--- src/rtl/alu_pkg.sv ---
// Shared opcode constants, controller state encoding and flag bit positions
// for the multi-cycle ALU.
package alu_pkg;

  localparam logic [4:0] OP_ADD   = 5'h00;
  localparam logic [4:0] OP_SUB   = 5'h01;
  localparam logic [4:0] OP_INC   = 5'h02;
  localparam logic [4:0] OP_DEC   = 5'h03;
  localparam logic [4:0] OP_AND   = 5'h04;
  localparam logic [4:0] OP_OR    = 5'h05;
  localparam logic [4:0] OP_XOR   = 5'h06;
  localparam logic [4:0] OP_NOT   = 5'h07;
  localparam logic [4:0] OP_SLL   = 5'h08;
  localparam logic [4:0] OP_SRL   = 5'h09;
  localparam logic [4:0] OP_SRA   = 5'h0A;
  localparam logic [4:0] OP_EQ    = 5'h0B;
  localparam logic [4:0] OP_SLT   = 5'h0C;
  localparam logic [4:0] OP_SLTU  = 5'h0D;
  localparam logic [4:0] OP_NAND  = 5'h0E;
  localparam logic [4:0] OP_NOR   = 5'h0F;
  localparam logic [4:0] OP_MUL   = 5'h10;
  localparam logic [4:0] OP_MULHU = 5'h11;

  typedef enum logic {
    ST_IDLE = 1'b0,
    ST_MUL  = 1'b1
  } state_t;

  localparam int FLAG_Z    = 0;
  localparam int FLAG_C    = 1;
  localparam int FLAG_O    = 2;
  localparam int FLAG_N    = 3;
  localparam int FLAG_P    = 4;
  localparam int NUM_FLAGS = 5;

endpackage

--- src/rtl/alu_mul_iter.sv ---
// Iterative shift-add unsigned multiplier: one partial product per cycle.
// The operands are captured on start; done is raised during the cycle in
// which the last partial product is being added, and product then already
// includes it, so the caller can register product on that edge.
module alu_mul_iter #(
  parameter int WIDTH = 16
) (
  input  logic               clk,
  input  logic               rst,
  input  logic               start,
  input  logic [WIDTH-1:0]   a,
  input  logic [WIDTH-1:0]   b,
  output logic               done,
  output logic [2*WIDTH-1:0] product
);

  localparam int CNT_W = $clog2(WIDTH);

  logic [2*WIDTH-1:0] mcand_p0;
  logic [2*WIDTH-1:0] acc_p0;
  logic [WIDTH-1:0]   mplier_p0;
  logic [CNT_W-1:0]   cnt_p0;
  logic               run_p0;
  logic [2*WIDTH-1:0] pp;

  assign pp      = mplier_p0[0] ? mcand_p0 : '0;
  assign product = acc_p0 + pp;
  assign done    = run_p0 && (cnt_p0 == CNT_W'(WIDTH - 1));

  // Load operands on start, then accumulate one shifted multiplicand per cycle
  always_ff @(posedge clk or posedge rst) begin
    if (rst) begin
      mcand_p0  <= '0;
      acc_p0    <= '0;
      mplier_p0 <= '0;
      cnt_p0    <= '0;
      run_p0    <= 1'b0;
    end else if (start) begin
      mcand_p0  <= {{WIDTH{1'b0}}, a};
      acc_p0    <= '0;
      mplier_p0 <= b;
      cnt_p0    <= '0;
      run_p0    <= 1'b1;
    end else if (run_p0) begin
      acc_p0    <= product;
      mcand_p0  <= mcand_p0 << 1;
      mplier_p0 <= mplier_p0 >> 1;
      cnt_p0    <= cnt_p0 + CNT_W'(1);
      if (done) run_p0 <= 1'b0;
    end
  end

endmodule

--- src/rtl/alu_multicycle.sv ---
// Multi-cycle ALU: single-cycle logic/arithmetic ops with latency 1 and an
// iterative multiplier for MUL/MULHU, behind a valid/ready handshake with a
// registered, back-pressure-holding result stage.
module alu_multicycle
  import alu_pkg::*;
#(
  parameter int WIDTH = 16
) (
  input  logic             clk,
  input  logic             rst,
  input  logic             in_valid,
  output logic             in_ready,
  input  logic [WIDTH-1:0] input_a,
  input  logic [WIDTH-1:0] input_b,
  input  logic [4:0]       operation,
  output logic             out_valid,
  input  logic             out_ready,
  output logic [WIDTH-1:0] output_result,
  output logic             zero_flag,
  output logic             carry_flag,
  output logic             overflow_flag,
  output logic             negative_flag,
  output logic             parity_flag,
  output logic             illegal_op,
  output logic             busy
);

  localparam int SH_W = $clog2(WIDTH);

  state_t                 state, state_next;
  logic                   accept, is_mul, mul_done, mulhu_p0;
  logic [2*WIDTH-1:0]     product;
  logic [WIDTH-1:0]       b_eff, alu_res, mul_res, result_p1;
  logic [WIDTH:0]         sum, diff;
  logic signed [WIDTH-1:0] a_s, b_s;
  logic [SH_W-1:0]        shamt;
  logic                   alu_c, alu_o, mul_c;
  logic [NUM_FLAGS-1:0]   flags_p1;
  logic                   vld_p1, illegal_p1;

  function automatic logic [NUM_FLAGS-1:0] make_flags(input logic [WIDTH-1:0] r,
                                                      input logic c, input logic o);
    logic [NUM_FLAGS-1:0] f;
    f         = '0;
    f[FLAG_Z] = (r == '0);
    f[FLAG_C] = c;
    f[FLAG_O] = o;
    f[FLAG_N] = r[WIDTH-1];
    f[FLAG_P] = ^r;
    return f;
  endfunction

  assign in_ready = !rst && (state == ST_IDLE) && (!vld_p1 || out_ready);
  assign accept   = in_valid && in_ready;
  assign is_mul   = (operation == OP_MUL) || (operation == OP_MULHU);
  assign busy     = (state == ST_MUL);

  alu_mul_iter #(.WIDTH(WIDTH)) u_mul (
    .clk     (clk),
    .rst     (rst),
    .start   (accept && is_mul),
    .a       (input_a),
    .b       (input_b),
    .done    (mul_done),
    .product (product)
  );

  // INC/DEC reuse the add/subtract path with a constant one operand
  assign b_eff = ((operation == OP_INC) || (operation == OP_DEC)) ? WIDTH'(1) : input_b;
  assign sum   = {1'b0, input_a} + {1'b0, b_eff};
  assign diff  = {1'b0, input_a} - {1'b0, b_eff};
  assign a_s   = input_a;
  assign b_s   = input_b;
  assign shamt = input_b[SH_W-1:0];

  // Single-cycle result and carry/overflow; reserved and multiply opcodes yield zero here
  always_comb begin
    alu_res = '0;
    alu_c   = 1'b0;
    alu_o   = 1'b0;
    case (operation)
      OP_ADD, OP_INC: begin
        alu_res = sum[WIDTH-1:0];
        alu_c   = sum[WIDTH];
        alu_o   = (input_a[WIDTH-1] == b_eff[WIDTH-1]) && (sum[WIDTH-1] != input_a[WIDTH-1]);
      end
      OP_SUB, OP_DEC: begin
        alu_res = diff[WIDTH-1:0];
        alu_c   = diff[WIDTH];
        alu_o   = (input_a[WIDTH-1] != b_eff[WIDTH-1]) && (diff[WIDTH-1] != input_a[WIDTH-1]);
      end
      OP_AND:  alu_res = input_a & input_b;
      OP_OR:   alu_res = input_a | input_b;
      OP_XOR:  alu_res = input_a ^ input_b;
      OP_NOT:  alu_res = ~input_a;
      OP_SLL:  alu_res = input_a << shamt;
      OP_SRL:  alu_res = input_a >> shamt;
      OP_SRA:  alu_res = a_s >>> shamt;
      OP_EQ:   alu_res = WIDTH'(input_a == input_b);
      OP_SLT:  alu_res = WIDTH'(a_s < b_s);
      OP_SLTU: alu_res = WIDTH'(input_a < input_b);
      OP_NAND: alu_res = ~(input_a & input_b);
      OP_NOR:  alu_res = ~(input_a | input_b);
      default: alu_res = '0;
    endcase
  end

  // Carry flags a non-zero discarded half of the double-width product
  assign mul_res = mulhu_p0 ? product[2*WIDTH-1:WIDTH] : product[WIDTH-1:0];
  assign mul_c   = mulhu_p0 ? (|product[WIDTH-1:0]) : (|product[2*WIDTH-1:WIDTH]);

  // Controller state register
  always_ff @(posedge clk or posedge rst) begin
    if (rst) state <= ST_IDLE;
    else     state <= state_next;
  end

  // Next state: only an accepted multiply leaves IDLE
  always_comb begin
    state_next = state;
    case (state)
      ST_IDLE: if (accept && is_mul) state_next = ST_MUL;
      ST_MUL:  if (mul_done)         state_next = ST_IDLE;
      default: state_next = ST_IDLE;
    endcase
  end

  // Remember which half of the product the pending multiply returns
  always_ff @(posedge clk or posedge rst) begin
    if (rst)                   mulhu_p0 <= 1'b0;
    else if (accept && is_mul) mulhu_p0 <= (operation == OP_MULHU);
  end

  // Result stage: load a new result, otherwise hold until the consumer takes it
  always_ff @(posedge clk or posedge rst) begin
    if (rst) begin
      vld_p1     <= 1'b0;
      result_p1  <= '0;
      flags_p1   <= '0;
      illegal_p1 <= 1'b0;
    end else if (accept && !is_mul) begin
      vld_p1     <= 1'b1;
      result_p1  <= alu_res;
      flags_p1   <= make_flags(alu_res, alu_c, alu_o);
      illegal_p1 <= (operation > OP_MULHU);
    end else if (mul_done && (state == ST_MUL)) begin
      vld_p1     <= 1'b1;
      result_p1  <= mul_res;
      flags_p1   <= make_flags(mul_res, mul_c, 1'b0);
      illegal_p1 <= 1'b0;
    end else if (out_ready) begin
      vld_p1     <= 1'b0;
    end
  end

  assign out_valid     = vld_p1;
  assign output_result = result_p1;
  assign zero_flag     = flags_p1[FLAG_Z];
  assign carry_flag    = flags_p1[FLAG_C];
  assign overflow_flag = flags_p1[FLAG_O];
  assign negative_flag = flags_p1[FLAG_N];
  assign parity_flag   = flags_p1[FLAG_P];
  assign illegal_op    = illegal_p1;

endmodule

--- config.mk ---
export PLATFORM = sky130hd
export DESIGN_NAME = alu_multicycle
export DESIGN_NICKNAME = d
export VERILOG_FILES = /design/src/rtl/alu_pkg.sv /design/src/rtl/alu_mul_iter.sv /design/src/rtl/alu_multicycle.sv
export SDC_FILE = /design/constraint.sdc
export NUM_CORES = 1
export LEC_CHECK = 0
export ABC_CLOCK_PERIOD_IN_PS = 5300
export BUFFER_PORTS_ARGS = -buffer_cell sky130_fd_sc_hd__buf_2
export CAP_MARGIN = 0
export CORE_UTILIZATION = 31
export DETAILED_ROUTE_END_ITERATION = 10
export PLACE_DENSITY_LB_ADDON = 0.15
export SLEW_MARGIN = 10
export SYNTH_ARGS = -nofsm -noshare
export SYNTH_HDL_FRONTEND = slang
export SYNTH_SLANG_ARGS = --single-unit
--- constraint.sdc ---
create_clock -name clk -period 5.3 [get_ports clk]
set_input_delay 1.06 -clock clk [delete_from_list [all_inputs] [get_ports clk]]
set_output_delay 1.06 -clock clk [all_outputs]
set_load 0.1 [all_outputs]
# Yosys cells after proc, flatten, opt, wreduce, memory -nomap -nowiden
# Cells that the tools add are included.
# W data, S select, Z words.
[classes]
magnitude_cmp = 3
bitwise = 7
muxes = 29
addsub = 4
eq_ne = 23
n_reduce_logical = 27
shifts = 3
[op_table]
columns = ["op", "n"]
rows = [
  ["$pmux W16 S14", 1],
  ["$mux W32", 5],
  ["$mux W16", 6],
  ["$not A16 Y16", 3],
  ["$eq A5 B4 Y1 const B", 8],
  ["$add A32 B32 Y32", 1],
  ["$logic_not A16 Y1", 2],
  ["$lt A16 B16 Y1", 2],
  ["$reduce_or A16 Y1", 2],
  ["$reduce_xor A16 Y1", 2],
  ["$eq A5 B3 Y1 const B", 4],
  ["$add A16 B16 Y17", 1],
  ["$sub A16 B16 Y17", 1],
  ["$and A16 B16 Y16", 1],
  ["$eq A16 B16 Y1", 1],
  ["$or A16 B16 Y16", 1],
  ["$shl A16 B4 Y16", 1],
  ["$shr A16 B4 Y16", 1],
  ["$sshr A16 B4 Y16", 1],
  ["$xor A16 B16 Y16", 1],
  ["$eq A5 B2 Y1 const B", 2],
  ["$eq A5 B5 Y1 const B", 2],
  ["$mux W1", 10],
  ["$mux W5", 2],
  ["other kinds (16)", 35],
]
[totals]
wordCells = 107
ff_bits = 110

# Logic depth before layout (Yosys ltp)
[depth]
depth_word = 8
depth_mapped = 24
depth_no_buf = 21

# Hierarchy
# Synthesis repeated with hierarchy kept, for this count alone.
[unflattened]
cells_unflattened = 1562
area_unflattened_um2 = 12305.6
[modules_own_cells]
columns = ["mod", "cells_per_inst", "area_per_inst_um2", "seq_area_each_um2", "instances"]
rows = [
  ["alu_multicycle", 937, 6651.4, 600.6, 1],
  ["alu_mul_iter", 625, 5654.2, 2127.0, 1],
]

# Worst setup path before layout
# OpenSTA, ideal clock, no wires.
[synth_timing]
path_kind = "input to register"
from = "input operation[2]"
to = "register flags_p1[4]"
t_required_ns = 5.217
n_path_buf = 3
path_stages = 24
arrival_ns = 5.566
slack_ns = -0.349
setup_ns = 0.083
cell_sequence = "clkbuf_1 nor3_1 clkbuf_1 nand2_1 clkbuf_1 nand2_1 ha_1 inv_1 fa_1 nor2_1 o311ai_1 a211oi_1 o31a_1 o41ai_1 o41ai_1 nor2_1 xor2_1 a211oi_1 ha_1 xnor2_1 xnor2_1 xnor2_1 nand2_1 o21ai_0"
[synth_via]
elab_chain_cells = 7
[synth_lines]
columns = ["element", "line", "rtl"]
rows = [
  ["start, declared", "alu_multicycle.sv:15", "input logic [4:0] operation,"],
  ["$eq A5 B2 Y1", "alu_multicycle.sv:69, alu_multicycle.sv:81", ""],
  ["$logic_or A1 B1 Y1", "alu_multicycle.sv:69", "assign b_eff = ((operation == OP_INC) || (operation == OP_DEC)) ? WIDTH'(1) : input_b;"],
  ["$mux W16", "alu_multicycle.sv:69", ""],
  ["$sub A16 B16 Y17 / $add A16 B16 Y17 (equally long branches)", "alu_multicycle.sv:71, alu_multicycle.sv:70", ""],
  ["$pmux W16 S14", "alu_multicycle.sv:81", "case (operation)"],
  ["$reduce_xor A16 Y1", "alu_multicycle.sv:49", "f[FLAG_P] = ^r;"],
  ["$mux W5", "alu_multicycle.sv:141", "end else if (accept && !is_mul) begin"],
  ["end signal, assigned", "alu_multicycle.sv:144", "flags_p1 <= make_flags(alu_res, alu_c, alu_o);"],
  ["end signal, assigned", "alu_multicycle.sv:149", "flags_p1 <= make_flags(mul_res, mul_c, 1'b0);"],
  ["end, declared", "alu_multicycle.sv:38", "logic [NUM_FLAGS-1:0] flags_p1;"],
]
# Parallel ways exist; a longest one is shown, timed or not.
# A chain may end at the register's enable or synchronous reset.

# Worst setup path in the final report
[layout_timing]
from = "input operation[4]"
to = "register flags_p1[4]"
# Same word-level chain as after synthesis.

==> metrics.yaml <==
clocking:
  cts-root-buf: "clkbuf_16"
  numCtsBuffers: 9
  hold_buffers: 0
  clk_path_buf_depth: 2
  cts_tree: "built"
  clkSinkCount: 109
  htree_levels: 3
  post_cts_buffers: 0
  cts_resized: 0
  clkTransAtPathRegs_ns: 0.09
  insertion_delay_ns: 0.38
power:
  p_leak_nw: 5.766
  pwr_density_cell_nw_per_um2: 677.6
  p_clk_share_pct: 8.6
  swShare_pct: 53.76
  p_int_mw: 4.175
  vdd_drop_max_mv: 0.6868
  seqPwrFrac_pct: 18.0
  pwr-share-comb_pct: 73.4
  p_sw_mw: 4.853
timing:
  tns_ns: 0
  max_freq_mhz: 203.0
  rsz0062_at_grt: "no"
  report.final.slew_viol_count: 0
  hold_viol: 0
  setup_viol: 0
  tightest_slew_ns: 0.8019
  fin_crit_ns: 4.927
  skew_ns: 0.01303
  period_share_pct: 92.97
  relSlewSlack_pct: 46.54
detailed_routing:
  drt_pass1_iterations: 5
  viasPerCell: 5.475
  ant_nets: 0
  wirelength_um: 42810
  wl_per_cell_um: 20.35
  drc_errors: 0
  vias: 11519
  initialDrtViolationCount: 933
synth:
  synthAdderAreaFrac_pct: 14.65
  ys_types: 82
  ys_seq_area_share_pct: 22.85
  synth_top_family_by_area: "compound AO/OA/AOI/OAI gates"
  synth.net_count: 1728
  synthMuxAreaShare_pct: 9.149
  synthSimpleGateAreaFrac_pct: 20.79
  synth_edf_count: 0
  synth_cells: 1549
  ys.warnings.count: 0
  ys_ff_latch: 109
  synth-compound-area-share_pct: 22.72
  synth.avg_cell_area_um2: 7.708
  synth_xor_area_share_pct: 4.182
  ys.flop_type: "dfrtp_1"
  async_flop_share_pct: 100.0
  synth_area_um2: 11940
global_routing:
  grt_pass1_wl_um: 67230
  grt_util_all_layers_pct: 22.41
  grt_max_degree: 58
  met2_usage_pct: 36.22
  overflow: 0
  busiest_layer: "met2"
  met1_usage_pct: 29.52
  met3_usage_pct: 2.879
  antenna_found_initial: 0
  grt_pass1_vias: 11355
critical_path:
  worst_ep_arrival_time_ns: 5.22
  critPathBufInv: 2
  crit_chain: "buf_2, nor3_4, nand2_1, nand2_1, ha_1, inv_1, fa_1, nor2_1, o311ai_1, a211oi_1, o31a_1, o41ai_1, o21ai_0, xnor2_1, a221oi_1, ha_1, xor2_1, xnor2_1, xnor2_1, nand2_1, o21ai_0"
  crit_family: "compound AO/OA/AOI/OAI gates"
  worstPathMaxFanout: 5
  endpoint_kind: "flop"
  critPathLaunchType: "primary input"
  required_ns: 5.59
  critPathKind: "in -> reg"
  crit_path_max_incr_delay_ns: 0.49
  cpMaxStageDelayCell: "a221oi_1"
die:
  die_w_um: 198.2
  core_area_um2: 37760
  die_h_um: 198.2
  row_count: 71
  die-area_um2: 39300
  start_util_pct: 31.62
  io_pins: 66
layout:
  diodes: 0
  area_delta_synth_final_pct: 11.59
  stdcell_count: 2104
  fillers: 4058
  drive_above_1_share_pct: 10.67
  final_util_pct: 35.29
  nets: 1767
run_status:
  status: "completed"
placed_design:
  place_hpwl_um: 33110
  portBuffers: 65
  gp_congestion: 0.9381
  dp.cells: 2088
job:
  maxCapViolations: 0
min_path:
  hold_class: "reg -> reg"
==> worst register-to-register path, stage by stage, from the launching register on <==
cell	delay (ns)
dfrtp_1	0.38
buf_4	0.23
and2_1	0.23
ha_1	0.46
nand4_1	0.17
or4_1	0.55
nor2_1	0.16
o21ai_0	0.10
nand3_1	0.13
a21oi_1	0.13
nor4_1	0.39
nor3_4	0.11
o21a_1	0.22
ha_1	0.31
xnor2_1	0.19
xnor2_1	0.16
xnor2_1	0.15
nor2_1	0.06
a21oi_1	0.16
o21ai_0	0.09
==> stage by stage <==
step	total power, mW	area, µm²	hold slack, ns	worst slack, ns
after detailed placement	8.222	12990	0.5086	0.007260
after global routing	9.784	13320	0.5519	0.005219
final	9.028	13320	0.5136	0.3727
after floorplan	6.624	11950	0.4862	0.003671
after global placement	8.212	12990	0.4934	0.1171
after CTS	9.069	13320	0.5268	0.4010
==> routing by layer <==
metal / part of all wire (%) / vias up
met3: 4.3 / 80
li1: - / 5596
met2: 46 / 306
met1: 45 / 5537
met5: 0 / -
met4: 4.7 / 0
==> final cells by class <==
cell class / count / area [µm²] / share of cell area [%]
clock buffer: 9 / 225.2 / 1.690
clock inverter: 7 / 110.1 / 0.8264
inverter: 84 / 317.8 / 2.385
multi-input combinational: 1266 / 8563 / 64.27
sequential: 109 / 2731 / 20.50
tap: 511 / 639.4 / 4.799
timing repair buffer: 118 / 735.7 / 5.522
==> cell usage in the layout (no fill, tap or decap), types with 34 or more instances in the layout <==
| master | n |
|---|---|
| buf_2 | 65 |
| xnor2_1 | 43 |
| a21oi_1 | 120 |
| buf_4 | 52 |
| nor2_1 | 212 |
| and2_1 | 34 |
| nand2_1 | 150 |
| mux2i_1 | 90 |
| o21ai_0 | 122 |
| ha_1 | 135 |
| inv_1 | 82 |
| dfrtp_1 | 108 |
==> cells by family after synthesis <==
logic type / after synthesis
AO/OA/AOI/OAI: 424
XOR/XNOR: 57
adder cells (fa/ha/maj): 138
multiplexers: 102
flip-flops: 109
AND/OR/NAND/NOR: 545
buffers and inverters: 174
==> state kept, by name, indices dropped and copies added (netlist names) <==
name and count:
busy 1, flags_p1 5, illegal_op 1, mulhu_p0 1, out_valid 1, output_result 15, u_mul.acc_p0 32, u_mul.cnt_p0 4
u_mul.mcand_p0 32, u_mul.mplier_p0 16, u_mul.run_p0 1
==> power by group through the flow <==
stage	clock, mW	sequential [mW]	combinational (mW)
final	0.778	1.62	6.63
after global routing	0.836	1.68	7.27
after CTS	0.813	1.63	6.63
after detailed placement	0	1.64	6.58
after global placement	0	1.64	6.58
after floorplan	0	1.99	4.63
==> synth_stat cells, drive strengths merged, types with 34 or more instances <==
cell	count	area share, %
a21oi	121	5.1
and2	35	1.8
clkbuf	75	2.4
dfrtp	109	23
ha	135	14
inv	83	2.6
mux2i	90	7.5
nand2	150	4.7
nor2	213	6.7
nor3	34	1.6
o21ai	126	5.3
xnor2	43	3.2
==> final timing paths <==
path	start	to	slack [ns]	cells after the start
setup reg to reg	u_mul.mplier_p0[0]	flags_p1[4]	0.77	19
setup / recovery	operation[4]	flags_p1[4]	0.37	21
hold / removal	flags_p1[2]	flags_p1[2]	0.51	2
max in group asynchronous	rst	u_mul.acc_p0[17]	3.67	3
min in group asynchronous	rst	out_valid	0.68	2
hold reg to reg	flags_p1[2]	flags_p1[2]	0.51	2
(Power assumes the default switching activity.)
